===== config.mk =====
export PLATFORM = sky130hd
export DESIGN_NAME = pll_supervisor_flat
export DESIGN_NICKNAME = d
export VERILOG_FILES = /design/src/rtl/pll_supervisor_if.sv /design/src/rtl/pll_supervisor.sv /design/src/flat_wrapper.sv
export SDC_FILE = /design/constraint.sdc
export NUM_CORES = 1
export LEC_CHECK = 0
export CELL_PAD_IN_SITES_DETAIL_PLACEMENT = 0
export CELL_PAD_IN_SITES_GLOBAL_PLACEMENT = 1
export CORE_ASPECT_RATIO = 1.75
export CORE_UTILIZATION = 44
export CTS_BUF_LIST = sky130_fd_sc_hd__clkbuf_16
export DETAILED_ROUTE_END_ITERATION = 10
export HOLD_SLACK_MARGIN = 0.15
export PLACE_DENSITY_LB_ADDON = 0.1
export SYNTH_ARGS = -nofsm -noshare
export SYNTH_HDL_FRONTEND = slang
export SYNTH_SLANG_ARGS = --single-unit

===== constraint.sdc =====
create_clock -name refclk -period 2.4 [get_ports refclk]
set_input_delay 0.72 -clock refclk [delete_from_list [all_inputs] [get_ports refclk]]
set_output_delay 0.72 -clock refclk [all_outputs]
set_load 0.03 [all_outputs]

===== src/rtl/pll_supervisor_if.sv =====
// Signal bundle between the PLL supervisor and the PLL/system side.
// master = supervisor, slave = PLL macro / reset consumers.
interface pll_supervisor_if;
  logic       extlock;
  logic       force_relock;
  logic       pll_reset;
  logic       sys_rst_n;
  logic       locked;
  logic       fault;
  logic [3:0] retry_cnt;
  logic [7:0] lol_cnt;

  modport master (
    input  extlock, force_relock,
    output pll_reset, sys_rst_n, locked, fault, retry_cnt, lol_cnt
  );

  modport slave (
    output extlock, force_relock,
    input  pll_reset, sys_rst_n, locked, fault, retry_cnt, lol_cnt
  );
endinterface


===== src/rtl/pll_supervisor.sv =====
// PLL reset/lock supervisor in the refclk domain: pulses the PLL reset, waits for a
// stable lock with timeout and bounded retries, and gates the system reset.
module pll_supervisor #(
  parameter int RST_CYCLES   = 16,
  parameter int LOCK_STABLE  = 1024,
  parameter int LOCK_TIMEOUT = 65536,
  parameter int MAX_RETRY    = 7
) (
  input  logic              refclk,
  input  logic              reset_n,
  pll_supervisor_if.master  sup
);

  localparam int MAX_A = (RST_CYCLES > LOCK_STABLE)
                         ? ((RST_CYCLES > LOCK_TIMEOUT) ? RST_CYCLES : LOCK_TIMEOUT)
                         : ((LOCK_STABLE > LOCK_TIMEOUT) ? LOCK_STABLE : LOCK_TIMEOUT);
  localparam int CNT_W = (MAX_A > 2) ? $clog2(MAX_A) : 1;

  localparam logic [CNT_W-1:0] RST_LAST = CNT_W'(RST_CYCLES - 1);
  localparam logic [CNT_W-1:0] STB_LAST = CNT_W'(LOCK_STABLE - 1);
  localparam logic [CNT_W-1:0] TMO_LAST = CNT_W'(LOCK_TIMEOUT - 1);
  localparam logic [3:0]       RTY_MAX  = 4'(MAX_RETRY);

  typedef enum logic [2:0] {
    RESET_PLL = 3'd0,
    WAIT_LOCK = 3'd1,
    STABILIZE = 3'd2,
    RUN       = 3'd3,
    FAULT     = 3'd4
  } state_t;

  state_t           state_q, state_d;
  logic [CNT_W-1:0] cnt_q, cnt_d;
  logic [1:0]       sync_q, sync_d;
  logic [3:0]       retry_cnt_q, retry_cnt_d;
  logic [7:0]       lol_cnt_q, lol_cnt_d;
  logic             pll_reset_q, pll_reset_d;
  logic             sys_rst_n_q, sys_rst_n_d;
  logic             locked_q, locked_d;
  logic             fault_q, fault_d;
  logic             lock_s;

  assign lock_s = sync_q[1];

  // Next-state, shared counter and registered-output decode.
  always_comb begin
    state_d     = state_q;
    cnt_d       = cnt_q;
    retry_cnt_d = retry_cnt_q;
    lol_cnt_d   = lol_cnt_q;
    sync_d      = {sync_q[0], sup.extlock};

    if (sup.force_relock) begin
      state_d     = RESET_PLL;
      retry_cnt_d = 4'd0;
    end else begin
      case (state_q)
        RESET_PLL: begin
          cnt_d = cnt_q + CNT_W'(1);
          if (cnt_q == RST_LAST) begin
            state_d = WAIT_LOCK;
          end else begin
            state_d = RESET_PLL;
          end
        end
        WAIT_LOCK: begin
          cnt_d = cnt_q + CNT_W'(1);
          if (lock_s) begin
            state_d = STABILIZE;
          end else if (cnt_q == TMO_LAST) begin
            if (retry_cnt_q == RTY_MAX) begin
              state_d = FAULT;
            end else begin
              retry_cnt_d = retry_cnt_q + 4'd1;
              state_d     = RESET_PLL;
            end
          end else begin
            state_d = WAIT_LOCK;
          end
        end
        STABILIZE: begin
          // A single dropped sample sends us back for a fresh timeout window, not a retry.
          if (!lock_s) begin
            state_d = WAIT_LOCK;
          end else if (cnt_q == STB_LAST) begin
            state_d     = RUN;
            retry_cnt_d = 4'd0;
          end else begin
            cnt_d = cnt_q + CNT_W'(1);
          end
        end
        RUN: begin
          if (!lock_s) begin
            state_d   = RESET_PLL;
            lol_cnt_d = (lol_cnt_q == 8'hFF) ? lol_cnt_q : lol_cnt_q + 8'd1;
          end else begin
            state_d = RUN;
          end
        end
        FAULT:   state_d = FAULT;
        default: state_d = RESET_PLL;
      endcase
    end

    if (sup.force_relock || (state_d != state_q)) begin
      cnt_d = '0;
    end else begin
      cnt_d = cnt_d;
    end

    pll_reset_d = (state_d == RESET_PLL) || (state_d == FAULT);
    sys_rst_n_d = (state_d == RUN);
    locked_d    = (state_d == RUN);
    fault_d     = (state_d == FAULT);
  end

  // State, counter, synchronizer and output registers.
  always_ff @(posedge refclk or negedge reset_n) begin
    if (!reset_n) begin
      state_q     <= RESET_PLL;
      cnt_q       <= '0;
      sync_q      <= 2'b00;
      retry_cnt_q <= 4'd0;
      lol_cnt_q   <= 8'd0;
      pll_reset_q <= 1'b1;
      sys_rst_n_q <= 1'b0;
      locked_q    <= 1'b0;
      fault_q     <= 1'b0;
    end else begin
      state_q     <= state_d;
      cnt_q       <= cnt_d;
      sync_q      <= sync_d;
      retry_cnt_q <= retry_cnt_d;
      lol_cnt_q   <= lol_cnt_d;
      pll_reset_q <= pll_reset_d;
      sys_rst_n_q <= sys_rst_n_d;
      locked_q    <= locked_d;
      fault_q     <= fault_d;
    end
  end

  assign sup.pll_reset = pll_reset_q;
  assign sup.sys_rst_n = sys_rst_n_q;
  assign sup.locked    = locked_q;
  assign sup.fault     = fault_q;
  assign sup.retry_cnt = retry_cnt_q;
  assign sup.lol_cnt   = lol_cnt_q;

endmodule

===== src/flat_wrapper.sv =====
// flat-port wrapper written by rule: the top's interface ports become plain ports
module pll_supervisor_flat 
#(
  parameter int RST_CYCLES   = 16,
  parameter int LOCK_STABLE  = 1024,
  parameter int LOCK_TIMEOUT = 65536,
  parameter int MAX_RETRY    = 7
)
  (refclk, reset_n, sup_extlock, sup_force_relock, sup_pll_reset, sup_sys_rst_n, sup_locked, sup_fault, sup_retry_cnt, sup_lol_cnt);
  pll_supervisor_if sup_i ();
  input  logic refclk;
  input  logic reset_n;
  input wire logic [$bits(sup_i.extlock)-1:0] sup_extlock;
  input wire logic [$bits(sup_i.force_relock)-1:0] sup_force_relock;
  output wire logic [$bits(sup_i.pll_reset)-1:0] sup_pll_reset;
  output wire logic [$bits(sup_i.sys_rst_n)-1:0] sup_sys_rst_n;
  output wire logic [$bits(sup_i.locked)-1:0] sup_locked;
  output wire logic [$bits(sup_i.fault)-1:0] sup_fault;
  output wire logic [$bits(sup_i.retry_cnt)-1:0] sup_retry_cnt;
  output wire logic [$bits(sup_i.lol_cnt)-1:0] sup_lol_cnt;
  assign sup_i.extlock = sup_extlock;
  assign sup_i.force_relock = sup_force_relock;
  assign sup_pll_reset = sup_i.pll_reset;
  assign sup_sys_rst_n = sup_i.sys_rst_n;
  assign sup_locked = sup_i.locked;
  assign sup_fault = sup_i.fault;
  assign sup_retry_cnt = sup_i.retry_cnt;
  assign sup_lol_cnt = sup_i.lol_cnt;
  pll_supervisor #(.RST_CYCLES(RST_CYCLES), .LOCK_STABLE(LOCK_STABLE), .LOCK_TIMEOUT(LOCK_TIMEOUT), .MAX_RETRY(MAX_RETRY)) u_core (.refclk(refclk), .reset_n(reset_n), .sup(sup_i));
endmodule

==> out/results.tsv, run 1 <==
stage	metric	value	unit
outcome	outcome	finished clean	
cts	cts.sinks	36	
global_routing	grt_pass1_vias	1464	
global_routing	gr-total-overflow	0	
critical_path	crit_top_cell	nor2_2	
cells_and_area	nets	223	
cts	cts_made_buffers	5	
cells_and_area	multi_input_area	940.9	um2
synthesis	synth_fa_ha_area_share	1.976	%
critical_path	cp.arrival	2.45	ns
power_and_ir_drop	powerDensity	598.2	mW/mm2
sta	finalCriticalPeriod	2.249	ns
synthesis	synth_mux_area_share	1.713	%
cts	h-tree-depth	2	
synthesis	synth-simple-area-share	30.17	%
synthesis	yosysWarnings	0	
synthesis	synth.distinct_cells	41	
sta	finalClockSkew	0.003882	ns
cells_and_area	fill_cells	362	
synthesis	synthesis.nets	195	
drt	drt_pass1_iterations	4	
global_routing	grt_max_degree	37	
cells_and_area	layout_commonest_cell	dfrtp_1	
sta	rsz0062_at_grt	no	
drt	wire_per_inst	14.06	um
placed_design	place_hpwl	2.786	mm
placed_design	port_buffers	19	
cts	cts_resized	0	
synthesis	synth-xor-area-share	10.14	%
synthesis	yosys_register_bits	36	
drt	drc	0	
critical_path	critPathMaxStageDelay	0.51	ns
critical_path	slowest_stage	or4_1	
placed_design	place_congestion	0.7630	
critical_path	critPathCaptureType	register	
cts	cts_setup_buffers	0	
cts	hold_buffers	0	
drt	drtAntennaViolNets	0	
synthesis	synth_top_flop_cell	dfrtp_1	
power_and_ir_drop	p_leak	1.051	nW
synthesis	syn_avg_cell_area	10.10	um2
placed_design	dp_cells	258	
synthesis	synth_compound_area_share	5.534	%
synthesis	syn-cell-area	0.001899	mm2
floorplanning	core.rowCount	31	
synthesis	synth_top_family_by_area	simple AND/OR/NAND/NOR gates	
sta	finalHoldViolations	0	
floorplanning	die_x	51.67	um
cells_and_area	layout-drive-gt1-share	17.05	%
synthesis	synth-seq-area-share	47.50	%
sta	slew_viol_final	0	
drt	drtIter0Drc	30	
critical_path	startpoint_type	input port	
cells_and_area	antenna_cells	0	
critical_path	setup.worst_path.class	input port to register	
cts	cts_tree	yes	
sta	relSlewSlack	63.22	%
critical_path	path_cells	clkdlybuf4s50_1 -> nor2_2 -> nand2_4 -> nor2_2 -> or4_1 -> o22a_2 -> buf_12 -> a21oi_1	
cells_and_area	stdcell_count	266	
floorplanning	coreArea	0.004150	mm2
cells_and_area	syn2layout_area_growth	23.45	%
cells_and_area	regArea	902.1	um2
synthesis	synth_edf_count	0	
floorplanning	io_pins	20	
power_and_ir_drop	irDropWorstVdd	480.8	uV
drt	wl	3.740	mm
synthesis	synth_cells	188	
run	maxCapViolations	0	
synthesis	synth_async_sr_flop_share	100.0	%
cts	cts_root_buf	clkbuf_16	
global_routing	antenna_found_initial	0	
critical_path	cp_max_fo	13	
sta	setup_viol	0	
cts	clock_latency	0.27	ns
global_routing	grtUsageTotal	18.22	%
sta	timing.fmax	0.4446	GHz
cts	cts_buffer_depth	2	
drt	avgViaCountPerCell	5.508	
floorplanning	die_h	88.92	um
sta	finalCritPeriodShare	93.72	%
critical_path	worst_ep_required_time	2.60	ns
floorplanning	start_util	45.76	%
cts	clk_pin_slew_worst_paths	0.05	ns
power_and_ir_drop	design_power_total	1.403	mW
global_routing	grt_pass1_wl	6.341	mm
cells_and_area	layout_common_cells	dfrtp_1, nor2_1, clkdlybuf4s50_1, nand2_1	
drt	vias	1465	
worst_hold_path	min_path_type	register to register	
floorplanning	dieArea	0.004594	mm2
sta	tightest_slew	0.5448	ns
==> metrics by stage <==
stage          hold WS [ns]  setup TNS, ns  util (%)  setup WS (ns)  area [um2]
3_5_place_dp         0.3450         -1.418     52.58        -0.1273        2182
6_report             0.3517              0     56.50         0.1508        2345
5_1_grt              0.3714              0     56.50        0.06179        2345
2_1_floorplan        0.3312              0         -         0.4659        1899
4_1_cts              0.3570              0     56.50         0.1480        2345
3_3_place_gp         0.3359         -1.219     52.58        -0.1101        2182
==> synth_stat cells, types with 2 or more instances <==
master	n	share of area, %
buf_2	3	0.79
buf_4	3	1.2
and4_1	3	1.4
nor2_2	12	4.0
ha_1	3	2.0
dfrtp_1	35	46
inv_1	2	0.40
nand3_1	7	1.8
and3_1	5	1.6
nand4_1	16	5.3
nor4_1	3	0.99
mux2_2	2	1.2
a21o_1	2	0.79
and2_1	2	0.66
nand2_1	17	3.4
xor2_1	16	7.4
nor3_1	2	0.53
o21ai_0	2	0.53
nor2_1	23	4.5
xnor2_1	6	2.8
a21oi_1	4	1.1
==> critical path: cells and delay by family <==
family | cells | cell delay (ns)
buffers and inverters | 2 | 0.65
and+or+nand+nor | 4 | 0.74
AOI/OAI and AO/OA | 2 | 0.34
==> registers in the layout (all words and copies together) (netlist names) <==
| signal | cells |
|---|---|
| u_core.sup.pll_reset | 1 |
| u_core.sup.retry_cnt | 4 |
| u_core.sup.fault | 1 |
| u_core.sup.lol_cnt | 8 |
| u_core.sup.sys_rst_n | 1 |
| u_core.sync_q | 2 |
| u_core.cnt_q | 16 |
| u_core.state_q | 3 |
==> cell families (layout without fill, tap and decap cells) <==
logic type,Yosys count,after routing
buffers and inverters,9,38
xor gates and xnor gates,22,22
AOI/OAI and AO/OA,15,15
muxes,3,3
DFF,36,36
adders and majority gates,3,3
and+or+nand+nor,100,100
==> power by group <==
part / leakage (nW) / internal (mW) / total [mW] / switching (mW)
combinational: 0.480 / 0.0286 / 0.0708 / 0.0422
sequential: 0.492 / 0.617 / 0.628 / 0.0110
clock: 0.0789 / 0.482 / 0.704 / 0.223
==> final timing paths <==
path | from | endpoint | slack, ns | cells past startpoint
min in group asynchronous | reset_n | u_core.sup.retry_cnt[0]$_DFFE_PN0P_ | 0.85 | 2
max in group asynchronous | reset_n | u_core.sup.pll_reset$_DFF_PN1_ | 1.19 | 2
setup reg to reg | u_core.cnt_q[10]$_DFFE_PN0P_ | u_core.cnt_q[12]$_DFFE_PN0P_ | 0.23 | 6
hold reg to reg | u_core.sync_q[0]$_DFF_PN0_ | u_core.sync_q[1]$_DFF_PN0_ | 0.35 | 0
hold / removal | u_core.sync_q[0]$_DFF_PN0_ | u_core.sync_q[1]$_DFF_PN0_ | 0.35 | 0
setup / recovery | sup_force_relock | u_core.cnt_q[6]$_DFFE_PN0P_ | 0.15 | 8
==> layer usage <==
metal	track usage [%]	vias to the layer above	share of wire, %
met4	6.880	0	1.3
met3	2.551	4	1.8
met5	0	-	0
li1	-	720	-
met1	21.34	718	43
met2	32.94	23	54
==> final cells by class <==
cell class,count,area share [%]
Sequential cell,36,38.47
Tap cell,49,2.615
Multi-Input combinational cell,143,40.13
Inverter,2,0.3202
Clock inverter,3,1.601
Clock buffer,5,5.336
Timing Repair Buffer,28,11.53
Note: power is estimated with default switching activity, not from simulation.
==> run 2, diff against run 1 <==
- SKIP_CTS_REPAIR_TIMING: default -> 1
==> results of run 2 <==
No change in the layout: final DEF, timing and power equal those of run 1.
